File: src/rtl/spi_slave_ri.sv
// CPU-mapped SPI target: oversamples sclk/mosi/ncs in the clk domain, shifts one byte per
// 8 sclk edges and exposes DATA/STATUS/CONTROL/BYTE_COUNT through a 4-register port.
module spi_slave_ri #(
  parameter int unsigned SYNC_STAGES = 2,
  parameter logic [7:0]  IDLE_FILL   = 8'hFF
) (
  input  logic       clk,
  input  logic       reset,
  input  logic [1:0] a,
  input  logic       ce,
  input  logic       wren,
  input  logic [7:0] from_cpu,
  output logic [7:0] to_cpu,
  output logic       spi_int,
  input  logic       sclk,
  input  logic       mosi,
  input  logic       ncs,
  output logic       miso,
  output logic       miso_oe,
  output logic [1:0] dbg_state
);

  typedef enum logic [1:0] {
    IDLE   = 2'd0,
    SELECT = 2'd1,
    SHIFT  = 2'd2
  } state_e;

  state_e                 state_q;
  logic [SYNC_STAGES-1:0] sclk_sync_q, mosi_sync_q, ncs_sync_q;
  logic                   sclk_prev_q;
  logic [7:0]             to_cpu_q;
  logic                   miso_oe_q;
  logic                   cpol_q, cpha_q, rx_ie_q, tx_ie_q;
  logic [7:0]             rx_data_q, tx_data_q, rx_sr_q, tx_sr_q, byte_count_q;
  logic                   tx_valid_q, rx_full_q, overrun_q, underrun_q;
  logic [2:0]             bit_cnt_q;

  logic       sclk_s, mosi_s, ncs_s, selected;
  logic       sclk_edge, lead_ev, trail_ev, sample_ev, shift_ev, done_ev, load_ev;
  logic       cpu_rd_data, cpu_wr_data, cpu_wr_status, cpu_wr_ctrl;
  logic [7:0] rx_byte_d, load_byte_d, to_cpu_d;

  assign sclk_s    = sclk_sync_q[SYNC_STAGES-1];
  assign mosi_s    = mosi_sync_q[SYNC_STAGES-1];
  assign ncs_s     = ncs_sync_q[SYNC_STAGES-1];
  assign selected  = (state_q != IDLE);
  assign to_cpu    = to_cpu_q;
  assign miso      = tx_sr_q[7];
  assign miso_oe   = miso_oe_q;
  assign dbg_state = state_q;
  assign spi_int   = (rx_ie_q & rx_full_q) | (tx_ie_q & ~tx_valid_q);

  // CPU port: a single-cycle strobe (ce) qualifies every access; read data lands one clk later.
  always_comb begin
    cpu_rd_data   = ce && !wren && (a == 2'd0);
    cpu_wr_data   = ce && wren && (a == 2'd0);
    cpu_wr_status = ce && wren && (a == 2'd1);
    cpu_wr_ctrl   = ce && wren && (a == 2'd2);

    sclk_edge = (state_q == SHIFT) && !ncs_s && (sclk_s != sclk_prev_q);
    lead_ev   = sclk_edge && (sclk_s != cpol_q);
    trail_ev  = sclk_edge && (sclk_s == cpol_q);
    sample_ev = cpha_q ? trail_ev : lead_ev;
    // A shift edge with bit_cnt==0 would push out a freshly loaded MSB, so it is skipped.
    shift_ev  = (cpha_q ? lead_ev : trail_ev) && (bit_cnt_q != 3'd0);
    done_ev   = sample_ev && (bit_cnt_q == 3'd7);
    load_ev   = (state_q == SELECT) || done_ev;

    rx_byte_d   = {rx_sr_q[6:0], mosi_s};
    load_byte_d = tx_valid_q ? tx_data_q : IDLE_FILL;

    to_cpu_d = 8'h00;
    case (a)
      2'd0:    to_cpu_d = rx_data_q;
      2'd1:    to_cpu_d = {selected, 3'b000, underrun_q, overrun_q, ~tx_valid_q, rx_full_q};
      2'd2:    to_cpu_d = {4'b0000, tx_ie_q, rx_ie_q, cpha_q, cpol_q};
      default: to_cpu_d = byte_count_q;
    endcase
  end

  always_ff @(posedge clk or posedge reset) begin
    if (reset) begin
      state_q      <= IDLE;
      sclk_sync_q  <= '0;
      mosi_sync_q  <= '0;
      ncs_sync_q   <= '1;
      sclk_prev_q  <= 1'b0;
      to_cpu_q     <= 8'h00;
      miso_oe_q    <= 1'b0;
      cpol_q       <= 1'b0;
      cpha_q       <= 1'b0;
      rx_ie_q      <= 1'b0;
      tx_ie_q      <= 1'b0;
      rx_data_q    <= 8'h00;
      tx_data_q    <= IDLE_FILL;
      rx_sr_q      <= 8'h00;
      tx_sr_q      <= 8'h00;
      byte_count_q <= 8'h00;
      tx_valid_q   <= 1'b0;
      rx_full_q    <= 1'b0;
      overrun_q    <= 1'b0;
      underrun_q   <= 1'b0;
      bit_cnt_q    <= 3'd0;
    end else begin
      sclk_sync_q <= {sclk_sync_q[SYNC_STAGES-2:0], sclk};
      mosi_sync_q <= {mosi_sync_q[SYNC_STAGES-2:0], mosi};
      ncs_sync_q  <= {ncs_sync_q[SYNC_STAGES-2:0], ncs};
      sclk_prev_q <= sclk_s;
      to_cpu_q    <= to_cpu_d;

      case (state_q)
        IDLE: begin
          if (!ncs_s) begin
            state_q   <= SELECT;
            miso_oe_q <= 1'b1;
          end
        end
        SELECT: begin
          bit_cnt_q    <= 3'd0;
          byte_count_q <= 8'h00;
          if (ncs_s) begin
            state_q   <= IDLE;
            miso_oe_q <= 1'b0;
          end else begin
            state_q <= SHIFT;
          end
        end
        SHIFT: begin
          if (ncs_s) begin
            state_q   <= IDLE;
            bit_cnt_q <= 3'd0;
            miso_oe_q <= 1'b0;
          end else if (sample_ev) begin
            rx_sr_q   <= rx_byte_d;
            bit_cnt_q <= bit_cnt_q + 3'd1;
          end
        end
        default: state_q <= IDLE;
      endcase

      if (shift_ev) tx_sr_q <= {tx_sr_q[6:0], 1'b0};

      // Flag clears come first so a same-clk set event wins.
      if (cpu_wr_status && from_cpu[2]) overrun_q  <= 1'b0;
      if (cpu_wr_status && from_cpu[3]) underrun_q <= 1'b0;

      if (load_ev) begin
        tx_sr_q <= load_byte_d;
        if (!tx_valid_q) underrun_q <= 1'b1;
      end

      if (done_ev) begin
        rx_data_q <= rx_byte_d;
        if (byte_count_q != 8'hFF) byte_count_q <= byte_count_q + 8'd1;
        if (rx_full_q && !cpu_rd_data) overrun_q <= 1'b1;
      end

      if (done_ev)          rx_full_q <= 1'b1;
      else if (cpu_rd_data) rx_full_q <= 1'b0;

      // A reload consumes the pre-write tx byte; a same-clk write stays pending.
      if (cpu_wr_data) begin
        tx_valid_q <= 1'b1;
        tx_data_q  <= from_cpu;
      end else if (load_ev) begin
        tx_valid_q <= 1'b0;
      end

      if (cpu_wr_ctrl) begin
        rx_ie_q <= from_cpu[2];
        tx_ie_q <= from_cpu[3];
        if (state_q == IDLE) begin
          cpol_q <= from_cpu[0];
          cpha_q <= from_cpu[1];
        end
      end
    end
  end

endmodule

File: config.mk
export PLATFORM = sky130hd
export DESIGN_NAME = spi_slave_ri
export DESIGN_NICKNAME = d
export VERILOG_FILES = /design/src/rtl/spi_slave_ri.sv
export SDC_FILE = /design/constraint.sdc
export NUM_CORES = 1
export LEC_CHECK = 0
export CAP_MARGIN = 20
export CORE_ASPECT_RATIO = 0.6
export CORE_MARGIN = 4
export CORE_UTILIZATION = 62
export CTS_BUF_LIST = sky130_fd_sc_hd__clkbuf_4 sky130_fd_sc_hd__clkbuf_8
export CTS_CLUSTER_DIAMETER = 100
export CTS_CLUSTER_SIZE = 28
export DETAILED_ROUTE_END_ITERATION = 10
export PLACE_DENSITY = 0.84
export SYNTH_ARGS = -nofsm -noshare
export SYNTH_HDL_FRONTEND = slang
export SYNTH_SLANG_ARGS = --single-unit
export TNS_END_PERCENT = 20
File: constraint.sdc
create_clock -name clk -period 6.1 [get_ports clk]
set_clock_uncertainty 0.15 [all_clocks]
set_input_delay 1.525 -clock clk [delete_from_list [all_inputs] [get_ports clk]]
set_output_delay 1.525 -clock clk [all_outputs]
set_load 0.05 [all_outputs]
# [Word level (Yosys, flattened, before mapping)]
# Cells that the tools add are included.
[totals] regBits=68 input_bits=17 out_inout_bits=13 word_cells=104
[classes] add_sub_neg=2 eq_ne=13 n_mux=29 bitwise=5 n_reduce_logical=34
[ops] op="$mux 8" n=6
[ops] op="$pmux 8 s3" n=1
[ops] op="$logic_and 1x1->1" n=15
[ops] op="$mux 1" n=14
[ops] op="$reduce_bool 2->1" n=6
[ops] op="$add 8x1->8 const B" n=1
[ops] op="$ne 8x8->1 const B" n=1
[ops] op="$mux 2" n=3
[ops] op="$mux 3" n=2
[ops] op="$pmux 2 s3" n=1
[ops] op="$pmux 3 s2" n=1
[ops] op="$reduce_and 2->1" n=3
[ops] op="$reduce_and 3->1" n=2
[ops] op="$eq 2x1->1 const B" n=2
[ops] op="$eq 2x2->1 const B" n=2
[ops] op="$logic_not 2->1" n=2
[ops] op="$ne 2x2->1 const B" n=2
[ops] op="$add 3x1->3 const B" n=1
[ops] op="$eq 3x3->1 const B" n=1
[ops] op="$logic_not 1->1" n=3
[ops] op="$ne 3x3->1 const B" n=1
[ops] op="$reduce_bool 3->1" n=1
[ops] op="$and 1x1->1" n=2
[ops] op="$ne 1x1->1" n=2
[ops] op="7 further kinds" n=8

# [Logic depth before layout (Yosys ltp)]
[depth] word_depth=9 depth_mapped=8 mapped_depth_nobuf=7

# [Worst setup path before layout]
# OpenSTA, ideal clock, no wires.
[synth_timing] kind="input -> register" start="input port a[0]" end="register tx_data_q[0]" setup_time_ns=0.082 arrival_ns=2.592 required_time_ns=5.868 slack_ns=3.276 cell_stages=3 path_buffers=1 cell_sequence="clkbuf_1 -> nor3_2 -> mux2_2"
[synth_via] elab_chain_cells=2
[synth_lines] element="start, declared" line="9" text="input logic [1:0] a,"
[synth_lines] element="$logic_not 2->1" line="57" text="cpu_wr_data = ce && wren && (a == 2'd0);"
[synth_lines] element="$logic_and 1x1->1" line="57"
[synth_lines] element="end signal, assigned" line="165" text="tx_data_q <= from_cpu;"
[synth_lines] element="end, declared" line="35" text="logic [7:0] rx_data_q, tx_data_q, rx_sr_q, tx_sr_q, byte_count_q;"
# No other way between the ends.
# A chain may end at the register's enable or synchronous reset.

# [Worst setup path in the final report]
[layout_timing] start="register tx_valid_q" end="output port spi_int"
[layout_via] elab_chain_cells=3
[layout_lines] element="start, declared" line="36" text="logic tx_valid_q, rx_full_q, overrun_q, underrun_q;"
[layout_lines] element="start signal, assigned" line="100" text="tx_valid_q <= 1'b0;"
[layout_lines] element="start signal, assigned" line="164" text="tx_valid_q <= 1'b1;"
[layout_lines] element="start signal, assigned" line="167" text="tx_valid_q <= 1'b0;"
[layout_lines] element="$not 1->1" line="52" text="assign spi_int = (rx_ie_q & rx_full_q) | (tx_ie_q & ~tx_valid_q);"
[layout_lines] element="$and 1x1->1" line="52"
[layout_lines] element="$or 1x1->1" line="52"
[layout_lines] element="end, declared" line="14" text="output logic spi_int,"
# No other way between the ends.

==> summary.md <==
| Metric | Value |
|---|---|
| Nets | `315` |
| Pwr/cell area | `372 nW/um2` |
| Largest area contributor in the netlist | `dfrtp_1` |
| Relative max-transition margin | `45.6%` |
| Hold worst-path end | `sclk_sync_q[1]` |
| FF-to-FF Start | `dbg_state[0]` |
| Initial drt markers | `126` |
| Syn Nets | `283` |
| Clk buf depth | `2` |
| Clk root buf | `clkbuf_8` |
| DRC viols | `0` |
| Multiplexer share of the synthesized area | `15.5%` |
| Synth area leaders | `dfrtp_1 46%, mux2_2 9.3%, dfstp_2 8.3%` |
| Largest net degree at the start of global routing | `69` |
| Post-Syn Instances | `259` |
| # clock sinks | `68` |
| Fill cells | `294` |
| GR Overflow Total | `0` |
| Hold Path Origin | `sclk_sync_q[0]` |
| Fmax | `271 MHz` |
| Vias per Instance | `6.04` |
| Row cnt | `19` |
| CP Buf/Inv Count | `2` |
| Crit path DAT | `2010 ps` |
| Crit end category | `output pin` |
| Seq pwr share | `43.7%` |
| Synthesized flop and latch total | `68` |
| Area grow syn2layout | `16.4%` |
| Post-synth ARST share | `100%` |
| CTS buffer count | `9` |
| Setup crit start kind | `flop` |
| Logic pwr share | `29.4%` |
| Post-synth top area share | `46.0%` |
| Post-synthesis cell type count | `52` |
| Die W | `100 um` |
| Compound-Gate Fraction of Synth Area | `11.4%` |
| Critical path peak fanout | `10` |
| Reg2reg setup slack | `3100 ps` |
| CP cell instances | `clkinv_1, a22o_1, clkdlybuf4s50_1` |
| Core Region | `4730 um2` |
| Count leader, synth | `dfrtp_1` |
| Setup CP Type | `reg -> out` |
| I/O pin count | `30` |
| Hold Buf Count CTS | `0` |
| Worst-Margin Slew | `816 ps` |
| RSZ-0062 raised after global routing | `false` |
| Top FF cell, synth | `dfrtp_1` |
| Min cycle time layout | `3690 ps` |
| Lkg Pwr | `1.64 nW` |
| # port buffers | `29` |
| Final WL | `6090 um` |
| P_int | `0.884 mW` |
| EDFF count, synth | `0` |
| Vert. Die Dim | `63.2 um` |
| Layout cells sized above 1 | `22.0%` |
| Finished Core Util | `77.6%` |
| Adder-cell share of the synthesized area | `2.78%` |
| Die area | `6330 um2` |
| YS warnings | `0` |
| Hold Path Depth | `0` |
| WP data required | `4430 ps` |
| Setup TNS | `0 ps` |
| Final Hold Vio Count | `0` |
| DPL Wire Length | `4260 um` |
| Cts repair resizes | `0` |
| Hold slack | `207 ps` |
| Post-Syn Area | `3150 um2` |
| Fraction of the mapped netlist area in simple logic gates | `11.7%` |
| Ant diodes | `0` |
| CP startpoint | `tx_valid_q` |
| Max Cap Violations | `0` |
| Initial Util | `66.6%` |
| Largest family of logic cells by synthesized area | `multiplexers` |
| Clock-pin slew on the worst setup and hold paths | `80 ps` |
| Slew Limit Fails | `0` |
| Clock power frac | `26.8%` |
| Switching Fraction | `35.3%` |
| Worst path slowest cell | `clkdlybuf4s50_1` |
| Antenna Nets Post-Route | `0` |
| GPL Wtd Cong | `0.799` |
| Xor and xnor area share after synthesis | `1.15%` |
| # H-tree levels | `3` |
| CP peak stage delay | `700 ps` |
| Initial antenna violation count | `0` |
| Mapped Avg Cell Area | `12.2 um2` |
| Psw | `0.482 mW` |
| Post-synth top cells | `58 x dfrtp_1, 28 x nand2_1, 26 x mux2_2` |
| Insertion delay to the later sink of the worst-skew pair | `350 ps` |
| Tcrit/Tclk final | `60.5%` |
| FF-to-FF End | `byte_count_q[1]` |
| Depth of the most critical reg-to-reg path | `6` |
| Register area share after synthesis | `54.4%` |
| Final setup violation count | `0` |
| WL per Instance | `17.0 um` |
| Global-route wire length before repair | `10400 um` |
| CTS tree | `built` |
| Max IR drop VDD | `0.000204 V` |
| Hold Crit Class | `reg -> reg` |
| Outcome | `completed` |
| GRT Util Overall | `21.5%` |
| DR vias | `2168` |
| Postcts setup bufs | `0` |
| Vias in the first global route | `1995` |
| DRT Pass-1 Iters | `5` |
| CP delay by family, top | `buffers and inverters` |
==> final cells by class <==
cell class | instances | area (um2) | share of cell area (%)
Clock inverter | 7 | 75.1 | 2.05
Tap cell | 63 | 78.8 | 2.15
Sequential cell | 68 | 1710 | 46.7
Clock buffer | 9 | 124 | 3.38
Timing Repair Buffer | 30 | 298 | 8.11
Multi-Input combinational cell | 172 | 1340 | 36.6
Inverter | 10 | 37.5 | 1.02
==> registers in the layout, summed over array words and instances (netlist names) <==
register	cells
tx_valid_q	1
bit_cnt_q	3
miso_oe	1
sclk_sync_q	2
rx_sr_q	7
to_cpu	8
rx_ie_q	1
tx_ie_q	1
rx_data_q	8
mosi_sync_q	2
dbg_state	2
sclk_prev_q	1
cpha_q	1
byte_count_q	8
tx_sr_q	8
tx_data_q	8
rx_full_q	1
ncs_sync_q	2
cpol_q	1
underrun_q	1
overrun_q	1
==> cells in the final DEF, fill, tap and decap left out, types with 2 or more instances in the layout <==
master / count
dfrtp_1: 58
clkdlybuf4s50_1: 29
nand2_1: 28
mux2_2: 26
o21ai_0: 13
dfstp_2: 10
a21oi_1: 9
clkbuf_8: 9
inv_1: 8
nor3_1: 8
mux2i_1: 8
nand3_1: 8
ha_1: 7
nor2_1: 6
nand2b_1: 5
o211ai_1: 5
a22o_1: 5
a32o_1: 4
a21o_1: 3
o31ai_1: 3
mux4_2: 3
and3_1: 3
nor2b_1: 2
clkinv_1: 2
nand3b_1: 2
and2_1: 2
clkinvlp_4: 2
clkinv_4: 2
==> through the flow <==
step / power [mW] / cells / worst slack, ps / area [um2]
floorplan: 0.897 / 259 / 2730 / 3150
global placement: 0.990 / 343 / 2660 / 3470
detailed placement: 1.00 / 343 / 2610 / 3470
CTS: 1.37 / 359 / 2400 / 3670
global route: 1.45 / 359 / 2290 / 3670
finish: 1.37 / 359 / 2410 / 3670
==> power by group through the flow <==
stage	clock network, mW	logic [mW]	registers, mW
2_1_floorplan	0	0.254	0.643
3_3_place_gp	0	0.390	0.600
3_5_place_dp	0	0.399	0.605
4_1_cts	0.376	0.402	0.597
5_1_grt	0.400	0.438	0.608
6_report	0.367	0.402	0.598
==> per-layer routing <==
metal	share of wire (%)	routed length, um	vias up	global-route usage [%]
li1	-	-	1000	-
met1	50	3050	1083	33.7
met2	42	2530	72	27.8
met3	6.8	412	13	7.61
met4	1.6	99	0	6.05
met5	0	0	-	0
==> cells by family (layout without fill, tap and decap cells) <==
kind of cell	Yosys count	after routing
xor+xnor	2	2
compound gates	51	51
simple gates	73	73
buf+inv	19	56
flops	68	68
mux	39	39
fa+ha+maj	7	7
==> worst max path at each step <==
stage,end,depth (start not counted)
global route,spi_int,3
global placement,tx_data_q[6],3
floorplan,bit_cnt_q[0],1
CTS,spi_int,3
finish,spi_int,3
detailed placement,tx_data_q[7],3
Note: power is estimated with default switching activity, not from simulation.
